[config.mk]
export PLATFORM = sky130hd
export DESIGN_NAME = seg_tube_ctrl
export DESIGN_NICKNAME = d
export VERILOG_FILES = /design/src/rtl/tube_pkg.sv /design/src/rtl/seg_hex_decode.sv /design/src/rtl/seg_tube_ctrl.sv
export SDC_FILE = /design/constraint.sdc
export NUM_CORES = 1
export LEC_CHECK = 0
export BUFFER_PORTS_ARGS = -buffer_cell sky130_fd_sc_hd__clkbuf_2
export CORE_MARGIN = 1.5
export CORE_UTILIZATION = 55
export CTS_CLUSTER_SIZE = 8
export DETAILED_ROUTE_END_ITERATION = 16
export MAX_ROUTING_LAYER = met4
export PLACE_DENSITY = 0.75
export SYNTH_ARGS = -nofsm -noshare
export SYNTH_HDL_FRONTEND = slang
export SYNTH_SLANG_ARGS = --single-unit
[constraint.sdc]
create_clock -name clock -period 4.97 [get_ports clock]
set_input_delay 1.2425 -clock clock [delete_from_list [all_inputs] [get_ports clock]]
set_output_delay 1.2425 -clock clock [all_outputs]
set_load 0.01 [all_outputs]
[src/rtl/tube_pkg.sv]
// Shared constants for the seven-segment tube controller: register map,
// reset values and the active-low glyph table ({g,f,e,d,c,b,a}).
package tube_pkg;

   localparam int DIGITS = 8;

   localparam logic [2:0] TUBE_ADDR_LO    = 3'h0;
   localparam logic [2:0] TUBE_ADDR_HI    = 3'h2;
   localparam logic [2:0] TUBE_ADDR_CTRL  = 3'h4;
   localparam logic [2:0] TUBE_ADDR_BLINK = 3'h6;

   localparam logic [15:0] TUBE_CTRL_RST = 16'h00FF;

   // Entry n is the glyph for hex digit n; a lit segment is 0.
   localparam logic [15:0][6:0] SEG_LUT = {
      7'h0E, 7'h06, 7'h21, 7'h46, 7'h03, 7'h08, 7'h10, 7'h00,
      7'h78, 7'h02, 7'h12, 7'h19, 7'h30, 7'h24, 7'h79, 7'h40
   };

   typedef struct packed {
      logic [2:0]  addr;
      logic [15:0] data;
   } tube_wr_t;

endpackage

[src/rtl/seg_hex_decode.sv]
// Combinational hex nibble to active-low seven-segment pattern {g..a}.
module seg_hex_decode
   import tube_pkg::*;
(
   input  logic [3:0] nibble,
   output logic [6:0] seg
);

   assign seg = SEG_LUT[nibble];

endmodule

[src/rtl/seg_tube_ctrl.sv]
// 8-digit multiplexed seven-segment controller on the CPU I/O bus.
// Optional `TUBE_BLINK_EN adds a BLINK mask register at 0x6 and a blink timer.
module seg_tube_ctrl
   import tube_pkg::*;
#(
   parameter int SCAN_DIV = 50000
) (
   input  logic        clock,
   input  logic        reset,
   input  logic        tubecs,
   input  logic        tubewrite,
   input  logic [2:0]  tubeaddr,
   input  logic [15:0] tubewdata,
   output logic [7:0]  seg_en,
   output logic [7:0]  seg_out
);

   localparam int CW = (SCAN_DIV > 2) ? $clog2(SCAN_DIV) : 1;

   logic [CW-1:0] scan_cnt;
   logic [2:0]    idx;
   logic [15:0]   data_lo, data_hi, ctrl;
   logic          wr_en;
   tube_wr_t      wr;
   logic [31:0]   disp;
   logic [3:0]    nibble;
   logic [6:0]    hex_seg;
   logic          blank;
   logic          digit_on;

   assign wr_en = tubecs & tubewrite;
   assign wr    = '{addr: tubeaddr, data: tubewdata};

   always_ff @(posedge clock or posedge reset) begin
      if (reset) begin
         data_lo <= '0;
         data_hi <= '0;
         ctrl    <= TUBE_CTRL_RST;
      end else if (wr_en) begin
         case (wr.addr)
            TUBE_ADDR_LO:   data_lo <= wr.data;
            TUBE_ADDR_HI:   data_hi <= wr.data;
            TUBE_ADDR_CTRL: ctrl    <= wr.data;
            default: ;
         endcase
      end
   end

   always_ff @(posedge clock or posedge reset) begin
      if (reset) begin
         scan_cnt <= '0;
         idx      <= '0;
      end else if (scan_cnt == CW'(SCAN_DIV - 1)) begin
         scan_cnt <= '0;
         idx      <= idx + 3'd1;
      end else begin
         scan_cnt <= scan_cnt + CW'(1);
      end
   end

`ifdef TUBE_BLINK_EN
   logic [7:0]  blink_mask;
   logic [23:0] blink_cnt;

   always_ff @(posedge clock or posedge reset) begin
      if (reset) begin
         blink_mask <= '0;
         blink_cnt  <= '0;
      end else begin
         blink_cnt <= blink_cnt + 24'd1;
         if (wr_en && wr.addr == TUBE_ADDR_BLINK)
            blink_mask <= wr.data[7:0];
      end
   end

   // Blinking digits go dark during the upper half of the timer period.
   assign blank = blink_cnt[23] & blink_mask[idx];
`else
   assign blank = 1'b0;
`endif

   assign disp     = {data_hi, data_lo};
   assign nibble   = disp[{idx, 2'b00} +: 4];
   assign digit_on = ctrl[idx] & ~blank;

   seg_hex_decode u_hex (
      .nibble (nibble),
      .seg    (hex_seg)
   );

   always_ff @(posedge clock or posedge reset) begin
      if (reset) begin
         seg_en  <= 8'hFF;
         seg_out <= 8'hFF;
      end else if (digit_on) begin
         seg_en  <= ~(8'b1 << idx);
         seg_out <= {~ctrl[8 + int'(idx)], hex_seg};
      end else begin
         seg_en  <= 8'hFF;
         seg_out <= 8'hFF;
      end
   end

endmodule

=== After elaboration in Yosys (flattened, before gate mapping) ===
Memory sizes are Yosys's and may differ from the RTL's.
Index checks and enable logic that the tools add are counted.

* Flip-flop bits (word level): 83
* Bits in read-only memories: 112
* Bits of input ports: 23
* Output and inout port bits: 16
* Memories: 1

* $add $sub $neg: 3
* Magnitude comparators: 3
* Eq/ne operators: 3
* Shifts and indexed selects: 2
* Muxes and demuxes: 9
* Bitwise logic cells: 3
* Reductions and logical operators: 4

{| class="wikitable"
|+ Memories
! name !! depth !! width !! read ports !! clocked after memory_dff !! write ports !! line !! text
|-
| (no name shown) || 16 || 7 || 1 || 0 || 0 || seg_hex_decode.sv:9 || <nowiki>assign seg = SEG_LUT[nibble];</nowiki>
|}

{| class="wikitable"
|+ Operator list
! cell !! number
|-
| variable part select 32 x 6 -> 4 bit || 1
|-
| adder 16 x 1 -> 16 bit, second input constant || 1
|-
| equality test 16 bit, second input constant || 1
|-
| 2-to-1 mux 16 bit || 1
|-
| 2-to-1 mux 8 bit || 2
|-
| inverter 8 bit || 1
|-
| left shift 1 x 3 -> 8 bit, first input constant || 1
|-
| 2-to-1 mux 7 bit || 1
|-
| AND reduction 2 bit || 3
|-
| adder 4 x 3 -> 5 bit, first input constant || 1
|-
| < comparator 3 x 5 -> 1 bit, second input constant || 1
|-
| < comparator 4 x 5 -> 1 bit, second input constant || 1
|-
| < comparator 5 bit, second input constant || 1
|-
| binary-select mux 1 bit (select 4 bit) || 1
|-
| adder 3 x 1 -> 3 bit, second input constant || 1
|-
| binary-select mux 1 bit (select 3 bit) || 1
|-
| equality test 3 x 2 -> 1 bit, second input constant || 1
|-
| equality test 3 bit, second input constant || 1
|-
| logical NOT 3 bit || 1
|-
| 2-to-1 mux 1 bit || 3
|-
| AND 1 bit || 1
|-
| inverter 1 bit || 1
|}

=== Depth between registers and ports, before layout ===
Gate-level depths: netlist (run 1).

* Word-level depth: 6
* Depth in mapped cells: 10

=== Modules after synthesis ===
A second synthesis (run 1) with hierarchy kept.

* Cells, all modules: 288
* Area, all modules: 3916.3 µm²

{| class="wikitable"
|+ Modules (own cells, without submodules)
! module !! instances !! cells an instance !! area an instance (µm²) !! sequential area each (µm²)
|-
| seg_tube_ctrl || 1 || 256 || 3641.0 || 2107.0
|-
| seg_hex_decode || 1 || 32 || 275.3 || 0.0
|}

=== Worst setup path after synthesis (run 1) ===
Ideal clock, no wire load.

* Kind: input port to flip-flop
* From: in tubeaddr[0]
* To: reg ctrl[10]
* Library setup time: 0.125 ns
* Data arrival time: 2.686 ns
* Data required time: 4.845 ns
* Path slack: 2.159 ns
* Stages on the path: 4
* Cells stage by stage: nand3b_1 > nor3b_1 > buf_2 > mux2_2

* Longest elaborated chain between the ends: 2

{| class="wikitable"
|+ Ends and longest elaborated chain
! element !! line !! text
|-
| from (decl) || seg_tube_ctrl.sv:12 || <nowiki>input logic [2:0] tubeaddr,</nowiki>
|-
| equality test 3 bit || seg_tube_ctrl.sv:40 || <nowiki>case (wr.addr)</nowiki>
|-
| AND reduction 2 bit (no line) || -- ||
|-
| to (signal assigned) || seg_tube_ctrl.sv:43 || <nowiki>TUBE_ADDR_CTRL: ctrl <= wr.data;</nowiki>
|-
| to (decl) || seg_tube_ctrl.sv:22 || <nowiki>logic [15:0] data_lo, data_hi, ctrl;</nowiki>
|}

No other way between the ends.
A chain may end at the register's enable or synchronous reset.

=== Worst setup path after layout (run 1) ===
* From: reg idx[1]
* To: reg seg_out[4]

* Longest elaborated chain between the ends: 4

{| class="wikitable"
|+ Ends and longest elaborated chain
! element !! line !! text
|-
| from (decl) || seg_tube_ctrl.sv:21 || <nowiki>logic [2:0] idx;</nowiki>
|-
| from (signal assigned) || seg_tube_ctrl.sv:55 || <nowiki>idx <= idx + 3'd1;</nowiki>
|-
| variable part select 32 x 6 -> 4 bit || seg_tube_ctrl.sv:83 || <nowiki>assign nibble = disp[{idx, 2'b00} +: 4];</nowiki>
|-
| memory (16 x 7 bit) || -- ||
|-
| 2-to-1 mux 7 bit (implied by the code) || seg_hex_decode.sv:9 ||
|-
| 2-to-1 mux 8 bit (*) || seg_tube_ctrl.sv:95 || <nowiki>end else if (digit_on) begin</nowiki>
|-
| to (signal assigned) || seg_tube_ctrl.sv:97 || <nowiki>seg_out <= {~ctrl[8 + int'(idx)], hex_seg};</nowiki>
|-
| to (decl) || seg_tube_ctrl.sv:15 || <nowiki>output logic [7:0] seg_out</nowiki>
|}

Every way passes the cells marked *; elsewhere a longest branch is shown, timed or not. The select of a mux whose other input is x is not followed.

==> flow_summary.ini, run 1 <==
[outcome]
outcome = finished clean

[logic_synthesis]
syn_area_per_cell_sq_um = 13.2
count_of_unique_library_cells_instantiated_by_yosys = 42
synth-edff-count = 0
syn_area_sq_um = 3880
postSynth.asyncResetShare_pct = 100
netlist_instances = 294
yosysSeqAreaShare_pct = 54.3
synth_nets = 330
yosys_warnings = 0
postSynthRegisterBits = 83
ys_dominant_reg_cell = sky130_fd_sc_hd__dfrtp_1

[worst_setup_path]
worst_path_max_fanout = 17
critPathKind = register to register
timing.critical_path.required_ns = 5.23
worst_setup_path_end_kind = register
worst-endpoint-arrival_ns = 3.21
timing.critical_path.from_type = register

[power]
combinationalPowerShare_pct = 18.5
intPower_mw = 1.23
leakage_nw = 1.89
switching_share_pct = 26.8
power_frac_seq_pct = 51.5
ir_drop_uv = 196
total_switching_power_uw = 449
power_density_nw_per_um2 = 384
clock_power_share_pct = 30.0

[sta]
period_needed_ns = 2.94
timing_max_transition_violations_final = 0
fin_worst_skew_ns = 0.00690
setup_total_negative_slack_ns = 0
maxSlewHeadroom_pct = 18.3
hold_viol_final = 0
tightestPinTransition_ns = 1.22
timing.final.setup_violations = 0
period_share_pct = 59.2
fmax_mhz = 340
unrepaired_setup_endpoints_after_global_routing = false

[final_layout]
syn2layout_area_growth_pct = 12.6
layout-drive-gt1-share_pct = 43.2
finish.net_count = 371
mostFrequentLayoutCell = sky130_fd_sc_hd__dfrtp_1
insertedDiodeCount = 0
layout.cells.most_common_list = sky130_fd_sc_hd__dfrtp_1 (59), sky130_fd_sc_hd__mux2_2 (52), sky130_fd_sc_hd__clkbuf_2 (38), sky130_fd_sc_hd__dfstp_2 (24), sky130_fd_sc_hd__nand2_1 (21)
stdcell_area_sq_um = 4370

[clocking]
cts.sink_count = 83
worstSkewPairLatency_ns = 0.36
total_cts_buffers = 9
cts_htree_levels = 3
clk_pin_slew_worst_paths_ns = 0.09
cts-root-to-sink-buffers = 2
cts.repair_timing.setup_buffer_count = 0
cts_tree = done
ctsResizeCount = 0
clock-root-buffer = sky130_fd_sc_hd__clkbuf_8
ctsHoldBuffers = 0

[global_route]
grt_overflow = 0
grtUsageTotal_pct = 22.3
first_pass_grt_wire_length_um = 12200
first_global_vias = 2364
antenna_found_initial = 0
grt_start_max_net_pins = 54

[floorplanning]
dieArea_sq_um = 7560
initial_core_util_pct = 57.1
die_height_um = 87.0
dieWidth_um = 87.0
core_area_sq_um = 6790
i_o_pin_count = 39
floorplan.rows = 30

[routing]
drc_errors = 0
detail-route-antenna-nets = 0
routed-via-count = 2382
drt_first_pass_iters = 4
wl_um = 6890
post_drt_via_cell_ratio = 5.46
drt_iter0_drc = 163
wire_per_inst_um = 15.8

[placement]
post_dp_cell_area_sq_um = 4160
port_buffers = 38
routabilityCongestion = 0.851
dp.final_hpwl_um = 4800

[flow_run]
max_cap_viol_count = 0

[worst_hold_path]
timing.hold.worst.class = register to register
layer usage:
metal	track usage, %	up-vias	part of all wire [%]
met5	-	-	0
met4	8.80	0	1.0
met1	32.1	1193	48
li1	-	1126	-
met3	3.98	9	3.9
met2	31.6	54	47
flip-flops by register name, indices dropped and copies added (netlist names):
name and count:
data_lo 16, data_hi 16, ctrl 16, scan_cnt 16
seg_en 8, idx 3, seg_out 8
critical path, cell delays in order, from the launching register on:
cell	delay, ns
sky130_fd_sc_hd__dfrtp_1	0.84
sky130_fd_sc_hd__mux4_2	0.60
sky130_fd_sc_hd__mux2i_1	0.51
sky130_fd_sc_hd__inv_1	0.18
sky130_fd_sc_hd__ha_1	0.26
sky130_fd_sc_hd__inv_1	0.08
sky130_fd_sc_hd__nor2_1	0.06
sky130_fd_sc_hd__o21ai_0	0.18
sky130_fd_sc_hd__o311ai_0	0.15
worst paths after layout:
check,slack (ns),cells past startpoint,endpoint,startpoint
worst max-delay path,2.03,8,seg_out[4],idx[1]
worst min-delay path,0.51,1,ctrl[11],ctrl[11]
worst max register to register,2.03,8,seg_out[4],idx[1]
worst min register to register,0.51,1,ctrl[11],ctrl[11]
max in group asynchronous,3.00,3,ctrl[4],reset
min in group asynchronous,1.02,2,data_lo[2],reset
power groups by stage:
| stage | clock network [mW] | registers, mW | logic (mW) |
|---|---|---|---|
| after CTS | 0.520 | 0.865 | 0.314 |
| after detailed placement | 0 | 0.878 | 0.312 |
| after floorplan | 0 | 0.873 | 0.222 |
| after global placement | 0 | 0.876 | 0.303 |
| final | 0.503 | 0.864 | 0.310 |
| after global routing | 0.543 | 0.878 | 0.348 |
final cells by class:
class | count | area, sq um
flip-flops and latches | 83 | 2110
repair buffers | 40 | 205
multi-input cells | 191 | 1690
inverters | 10 | 38.8
well taps | 96 | 120
clock inverters | 6 | 71.3
clock buffers | 10 | 138
fillers | 537 | 2430
cells in the mapped netlist, types with 2 or more instances:
master | instances | share of area [%]
sky130_fd_sc_hd__nand2_1 | 21 | 2.0
sky130_fd_sc_hd__nand4_1 | 2 | 0.32
sky130_fd_sc_hd__nor3_1 | 6 | 0.77
sky130_fd_sc_hd__mux2i_1 | 9 | 2.3
sky130_fd_sc_hd__buf_6 | 2 | 0.58
sky130_fd_sc_hd__xnor2_1 | 8 | 1.8
sky130_fd_sc_hd__buf_2 | 3 | 0.39
sky130_fd_sc_hd__a22oi_1 | 2 | 0.39
sky130_fd_sc_hd__o311ai_0 | 2 | 0.45
sky130_fd_sc_hd__and3_1 | 2 | 0.32
sky130_fd_sc_hd__inv_1 | 9 | 0.87
sky130_fd_sc_hd__nor2b_1 | 2 | 0.32
sky130_fd_sc_hd__xor2_1 | 6 | 1.4
sky130_fd_sc_hd__mux2_2 | 52 | 15
sky130_fd_sc_hd__o221ai_1 | 2 | 0.45
sky130_fd_sc_hd__nand3_1 | 11 | 1.4
sky130_fd_sc_hd__a21oi_1 | 4 | 0.52
sky130_fd_sc_hd__ha_1 | 13 | 4.2
sky130_fd_sc_hd__or3_1 | 2 | 0.32
sky130_fd_sc_hd__dfrtp_1 | 59 | 38
sky130_fd_sc_hd__mux4_2 | 8 | 4.6
sky130_fd_sc_hd__dfstp_2 | 24 | 16
sky130_fd_sc_hd__clkbuf_1 | 4 | 0.39
sky130_fd_sc_hd__o21ai_0 | 3 | 0.39
sky130_fd_sc_hd__nor4_1 | 2 | 0.32
sky130_fd_sc_hd__nor2_1 | 20 | 1.9
kinds of logic (layout without fill, tap and decap cells):
group,Yosys count,in the layout,share of synthesized area [%]
flip-flops,83,83,54.3
AND/OR/NAND/NOR,75,75,9.33
multiplexers,72,72,23.4
buffers and inverters,20,66,2.42
AO/OA/AOI/OAI,17,17,3.13
XOR/XNOR,14,14,3.16
adder cells (fa/ha/maj),13,13,4.20
stage by stage:
| step | hold WS [ns] | total power, mW | std cells | setup slack [ns] | util (%) |
|---|---|---|---|---|---|
| finish | 0.509 | 1.68 | 436 | 2.03 | 64.3 |
| global route | 0.522 | 1.77 | 436 | 1.63 | 64.3 |
| CTS | 0.511 | 1.70 | 436 | 2.01 | 64.3 |
| detailed placement | 0.491 | 1.19 | 420 | 1.89 | 61.2 |
| global placement | 0.485 | 1.18 | 420 | 1.93 | 61.2 |
| floorplan | 0.468 | 1.10 | 294 | 1.63 | - |
(Power assumes the default switching activity.)
==> run 2, diff against run 1 <==
--- a/config.mk
+++ b/config.mk
@@ -5,9 +5,10 @@
 export SDC_FILE = /design/constraint.sdc
 export NUM_CORES = 1
 export LEC_CHECK = 0
+export ABC_AREA = 1
 export BUFFER_PORTS_ARGS = -buffer_cell sky130_fd_sc_hd__clkbuf_2
 export CORE_MARGIN = 1.5
-export CORE_UTILIZATION = 55
+export CORE_UTILIZATION = 53
 export CTS_CLUSTER_SIZE = 8
 export DETAILED_ROUTE_END_ITERATION = 16
 export MAX_ROUTING_LAYER = met4
==> constraint.sdc (replaced) <==
create_clock -name clock -period 2.5 [get_ports clock]
set_input_delay 0.625 -clock clock [delete_from_list [all_inputs] [get_ports clock]]
set_output_delay 0.625 -clock clock [all_outputs]
set_load 0.01 [all_outputs]
==> flow_summary.ini, run 2 <==
[worst_setup_path]
worst_r2r_startpoint = idx[0]
worst_path_max_fanout = 15
timing.critical_path.from_type = register
rrSetupSlack_ns = 0.45
timing.critical_path.required_ns = 2.77
critPathKind = register to register
crit-reg2reg-capture = seg_out[6]
worst_setup_path_end_kind = register
worst-endpoint-arrival_ns = 2.32
reg2reg_depth = 11

[final_layout]
insertedDiodeCount = 0
final_cell_count_no_fill = 645
layout.cells.most_common_list = sky130_fd_sc_hd__nand2_1 (140), sky130_fd_sc_hd__dfrtp_1 (59), sky130_fd_sc_hd__inv_1 (58), sky130_fd_sc_hd__o21ai_0 (56), sky130_fd_sc_hd__nand3_1 (46)
mostFrequentLayoutCell = sky130_fd_sc_hd__nand2_1
finish.net_count = 574
syn2layout_area_growth_pct = 10.9
utilization_pct = 60.2
layout-drive-gt1-share_pct = 18.6

[clocking]
total_cts_buffers = 9
cts_htree_levels = 3
ctsHoldBuffers = 0
clock-root-buffer = sky130_fd_sc_hd__clkbuf_8
cts-root-to-sink-buffers = 2
clk_pin_slew_worst_paths_ns = 0.09
cts.repair_timing.setup_buffer_count = 0
worstSkewPairLatency_ns = 0.36
ctsResizeCount = 0
cts_tree = done
cts.sink_count = 83

[routing]
drt_first_pass_iters = 5
wire_per_inst_um = 13.0
routed-via-count = 3333
drc_errors = 0
detail-route-antenna-nets = 0
drt_iter0_drc = 184
post_drt_via_cell_ratio = 5.17
wl_um = 8360

[floorplanning]
dieWidth_um = 91.5
dieArea_sq_um = 8380
initial_core_util_pct = 54.3
i_o_pin_count = 39
die_height_um = 91.5
floorplan.rows = 32
core_area_sq_um = 7650

[sta]
unrepaired_setup_endpoints_after_global_routing = false
timing.final.setup_violations = 0
hold_ws_ns = 0.359
fin_worst_skew_ns = 0.0131
maxSlewHeadroom_pct = 52.2
timing_max_transition_violations_final = 0
tightestPinTransition_ns = 0.710
setup_total_negative_slack_ns = 0
period_needed_ns = 2.05
hold_viol_final = 0
period_share_pct = 81.8
worst_slack_ns = 0.455
fmax_mhz = 489

[logic_synthesis]
ys_dominant_reg_cell = sky130_fd_sc_hd__dfrtp_1
yosysSeqAreaShare_pct = 50.7
leading_cell_types_by_count_after_synthesis = sky130_fd_sc_hd__nand2_1 (140), sky130_fd_sc_hd__dfrtp_1 (59), sky130_fd_sc_hd__inv_1 (59)
synth_top_area_share_pct = 35.6
cells_taking_the_most_area_after_synthesis = sky130_fd_sc_hd__dfrtp_1 (36%), sky130_fd_sc_hd__dfstp_2 (15%), sky130_fd_sc_hd__nand2_1 (13%)
synthMostInstantiatedCell = sky130_fd_sc_hd__nand2_1
count_of_unique_library_cells_instantiated_by_yosys = 31
syn_area_sq_um = 4150
postSynth.asyncResetShare_pct = 100
synth_nets = 539
netlist_instances = 503
syn_area_per_cell_sq_um = 8.26
yosys_warnings = 0
synthDominantAreaCellType = sky130_fd_sc_hd__dfrtp_1
postSynthRegisterBits = 83
synth-edff-count = 0

[power]
power_density_nw_per_um2 = 695
leakage_nw = 2.31
ir_drop_uv = 403

[placement]
port_buffers = 38
routabilityCongestion = 0.902
dp.final_hpwl_um = 5940
place.detailed.instances = 629
preCtsSetupSlack_ns = 0.485

[global_route]
grtUsageTotal_pct = 23.0
first_global_vias = 3271
grt_overflow = 0
first_pass_grt_wire_length_um = 14900
grt_start_max_net_pins = 84
antenna_found_initial = 0

[outcome]
outcome = finished clean

[worst_hold_path]
timing.hold.worst.class = input port to async pin

[flow_run]
max_cap_viol_count = 0
## run 2: cell count changes in the layout (fill, tap and decap cells not counted), sizes merged, moves of 14 or more
cell and delta:
inv +50, o21ai +60, nor2 +14, nand2 +127, mux2 -54, nand3 +39
## run 2: how the worst max path moves through the flow
| stage | start | end | slack (ns) | depth (start not counted) |
|---|---|---|---|---|
| after global placement | idx[0] | seg_out[5] | 0.54 | 11 |
| final | idx[0] | seg_out[6] | 0.45 | 11 |
| after detailed placement | idx[0] | seg_out[5] | 0.48 | 11 |
| after global routing | idx[0] | seg_out[1] | 0.20 | 11 |
| after CTS | idx[0] | seg_out[6] | 0.46 | 11 |
| after floorplan | idx[0] | seg_out[5] | 0.75 | 14 |
## run 2: kinds of logic (layout without fill, tap and decap cells)
group                      count (synthesis)  in the layout  synth area share, %
and+or+nand+nor                          246            246                 25.7
DFF                                       83             83                 50.7
buffers and inverters                     81            121                 8.74
AOI/OAI and AO/OA                         72             72                 9.25
adders and majority gates                 13             13                 3.92
xor gates and xnor gates                   8              8                 1.69
## run 2: critical path, stage by stage, from the launching register on
cell and delay (ns):
sky130_fd_sc_hd__dfrtp_1 0.64, sky130_fd_sc_hd__buf_4 0.30, sky130_fd_sc_hd__nand2_1 0.08, sky130_fd_sc_hd__nand3_1 0.08
sky130_fd_sc_hd__nand3_1 0.09, sky130_fd_sc_hd__nand2_2 0.15, sky130_fd_sc_hd__inv_1 0.10, sky130_fd_sc_hd__ha_1 0.21
sky130_fd_sc_hd__nand3_1 0.12, sky130_fd_sc_hd__nand2_1 0.07, sky130_fd_sc_hd__nand2_1 0.05, sky130_fd_sc_hd__nand3_1 0.07
## run 2: report_power, final
group	internal, mW	switching (mW)
sequential	1.57	0.101
clock	0.515	0.461
combinational	0.207	0.343
total	2.30	0.905
## run 2: final cells by class
type / count / area [sq um]
flip-flops and latches: 83 / 2110
repair buffers: 43 / 240
fillers: 687 / 3040
well taps: 102 / 128
inverters: 62 / 241
clock inverters: 4 / 50.0
multi-input cells: 339 / 1680
clock buffers: 12 / 155
## run 2: through the flow
step | power [mW] | cell area [sq um]
floorplan | 2.07 | 4160
global placement | 2.23 | 4400
detailed placement | 2.25 | 4400
CTS | 3.23 | 4600
global route | 3.40 | 4600
finish | 3.20 | 4600
## run 2: per-layer routing
metal / global-route usage (%) / part of all wire (%) / vias to the layer above
li1: - / - / 1665
met1: 28.3 / 45 / 1569
met2: 37.4 / 49 / 87
met3: 5.53 / 4.6 / 12
met4: 7.68 / 1.4 / 0
met5: - / 0 / -
==> run 3, diff against run 2 <==
==> constraint.sdc (replaced) <==
create_clock -name clock -period 1.7 [get_ports clock]
set_input_delay 0.425 -clock clock [delete_from_list [all_inputs] [get_ports clock]]
set_output_delay 0.425 -clock clock [all_outputs]
set_load 0.01 [all_outputs]
==> flow_summary.ini, run 3 (same netlist as run 2, synthesis figures left out) <==
[floorplanning]
core_area_sq_um = 7650
dieArea_sq_um = 8380
die_height_um = 91.5
i_o_pin_count = 39
floorplan.rows = 32
initial_core_util_pct = 54.3
dieWidth_um = 91.5

[clocking]
cts_htree_levels = 3
clk_pin_slew_worst_paths_ns = 0.08
worstSkewPairLatency_ns = 0.35
total_cts_buffers = 9
cts-root-to-sink-buffers = 2
cts.sink_count = 83
clock-root-buffer = sky130_fd_sc_hd__clkbuf_8
ctsHoldBuffers = 0
cts_tree = done

[placement]
routabilityCongestion = 0.890
place.detailed.instances = 642
preCtsSetupSlack_ns = -0.00115
port_buffers = 38
dp.final_hpwl_um = 6070

[final_layout]
final_cell_count_no_fill = 671
insertedDiodeCount = 0
fillCellCount = 632
layout.cells.most_common_list = sky130_fd_sc_hd__nand2_1 (131), sky130_fd_sc_hd__dfrtp_1 (58), sky130_fd_sc_hd__o21ai_0 (56), sky130_fd_sc_hd__inv_1 (55), sky130_fd_sc_hd__clkbuf_2 (38)
finish.net_count = 600
layout-drive-gt1-share_pct = 27.4
syn2layout_area_growth_pct = 19.4
mostFrequentLayoutCell = sky130_fd_sc_hd__nand2_1

[worst_setup_path]
timing.critical_path.from_type = register
worst_path_max_fanout = 7
worst-endpoint-arrival_ns = 1.95
critPathKind = register to register
worst_setup_path_end_kind = register
rrSetupSlack_ns = 0.03
timing.critical_path.required_ns = 1.98

[routing]
post_drt_via_cell_ratio = 5.22
drt_first_pass_iters = 4
wl_um = 9040
drc_errors = 0
routed-via-count = 3500
drt_iter0_drc = 176
detail-route-antenna-nets = 0
wire_per_inst_um = 13.5

[sta]
unrepaired_setup_endpoints_after_global_routing = true
period_share_pct = 98.3
timing_max_transition_violations_final = 0
timing.final.setup_violations = 0
worst_slack_ns = 0.0287
hold_viol_final = 0
setup_total_negative_slack_ns = 0
maxSlewHeadroom_pct = 71.2
fin_worst_skew_ns = 0.00581
tightestPinTransition_ns = 0.432
fmax_mhz = 598
period_needed_ns = 1.67

[global_route]
first_pass_grt_wire_length_um = 14900
first_global_vias = 3380
grt_overflow = 0
antenna_found_initial = 0
grt_start_max_net_pins = 84
grtUsageTotal_pct = 23.2

[power]
leakage_nw = 2.45
power_density_nw_per_um2 = 962
ir_drop_uv = 467

[outcome]
outcome = finished clean

[flow_run]
max_cap_viol_count = 0

[worst_hold_path]
timing.hold.worst.class = input port to async pin
run 3: final cells by class:
class	count	area [sq um]	area share, %
clock buffers	14	173	3.48
clock inverters	2	10.0	0.202
multi-input cells	340	1850	37.3
well taps	102	128	2.57
inverters	62	249	5.02
repair buffers	68	443	8.93
flip-flops and latches	83	2110	42.5
run 3: path summary, 6_finish.rpt:
check | startpoint | to | depth (start not counted)
max in group asynchronous | reset | seg_out[7] | 3
worst max-delay path | idx[0] | seg_out[2] | 11
worst min register to register | data_hi[2] | data_hi[2] | 2
worst min-delay path | reset | data_hi[5] | 3
worst max register to register | idx[0] | seg_out[2] | 11
min in group clock | tubewdata[6] | ctrl[6] | 3
run 3: what timing repair did:
| item | 4_1_cts | 5_1_grt |
|---|---|---|
| endpoints found under the setup margin | 1 | 9 |
| pin swaps | 0 | 20 |
| setup buffers | 0 | 12 |
| gates resized for setup | 1 | 38 |
| gates cloned | 0 | 1 |
run 3: metrics by stage:
stage	area (sq um)	hold WS (ns)	util [%]	total power [mW]
final	4960	0.176	64.9	4.77
after global routing	4960	0.216	64.9	5.04
after CTS	4700	0.192	61.4	4.63
after detailed placement	4510	0.473	59.0	3.32
after global placement	4510	0.462	59.0	3.29
after floorplan	4170	0.448	-	3.05
run 3: critical path, stage by stage (launching register included):
cell and delay (ns):
sky130_fd_sc_hd__dfrtp_2 0.48, sky130_fd_sc_hd__buf_6 0.16, sky130_fd_sc_hd__nand2_1 0.06, sky130_fd_sc_hd__nand2_1 0.06
sky130_fd_sc_hd__nand2_2 0.07, sky130_fd_sc_hd__nand2_1 0.06, sky130_fd_sc_hd__nand2_1 0.08, sky130_fd_sc_hd__nand2_2 0.11
sky130_fd_sc_hd__ha_4 0.20, sky130_fd_sc_hd__inv_4 0.07, sky130_fd_sc_hd__nand3_4 0.06, sky130_fd_sc_hd__o211ai_1 0.18
run 3: power breakdown:
| part | leakage [nW] | total, mW | switching, mW | internal (mW) |
|---|---|---|---|---|
| logic | 1.35 | 0.995 | 0.599 | 0.396 |
| registers | 1.01 | 2.47 | 0.153 | 2.31 |
| clock network | 0.0965 | 1.31 | 0.661 | 0.647 |
| total | 2.45 | 4.77 | 1.41 | 3.36 |
run 3: routing by layer:
layer | track usage, % | routed length [um] | vias to the layer above
met3 | 6.45 | 457 | 15
met4 | 6.38 | 141 | 0
met1 | 26.1 | 3780 | 1664
li1 | - | - | 1716
met5 | - | 0 | -
met2 | 40.3 | 4660 | 105
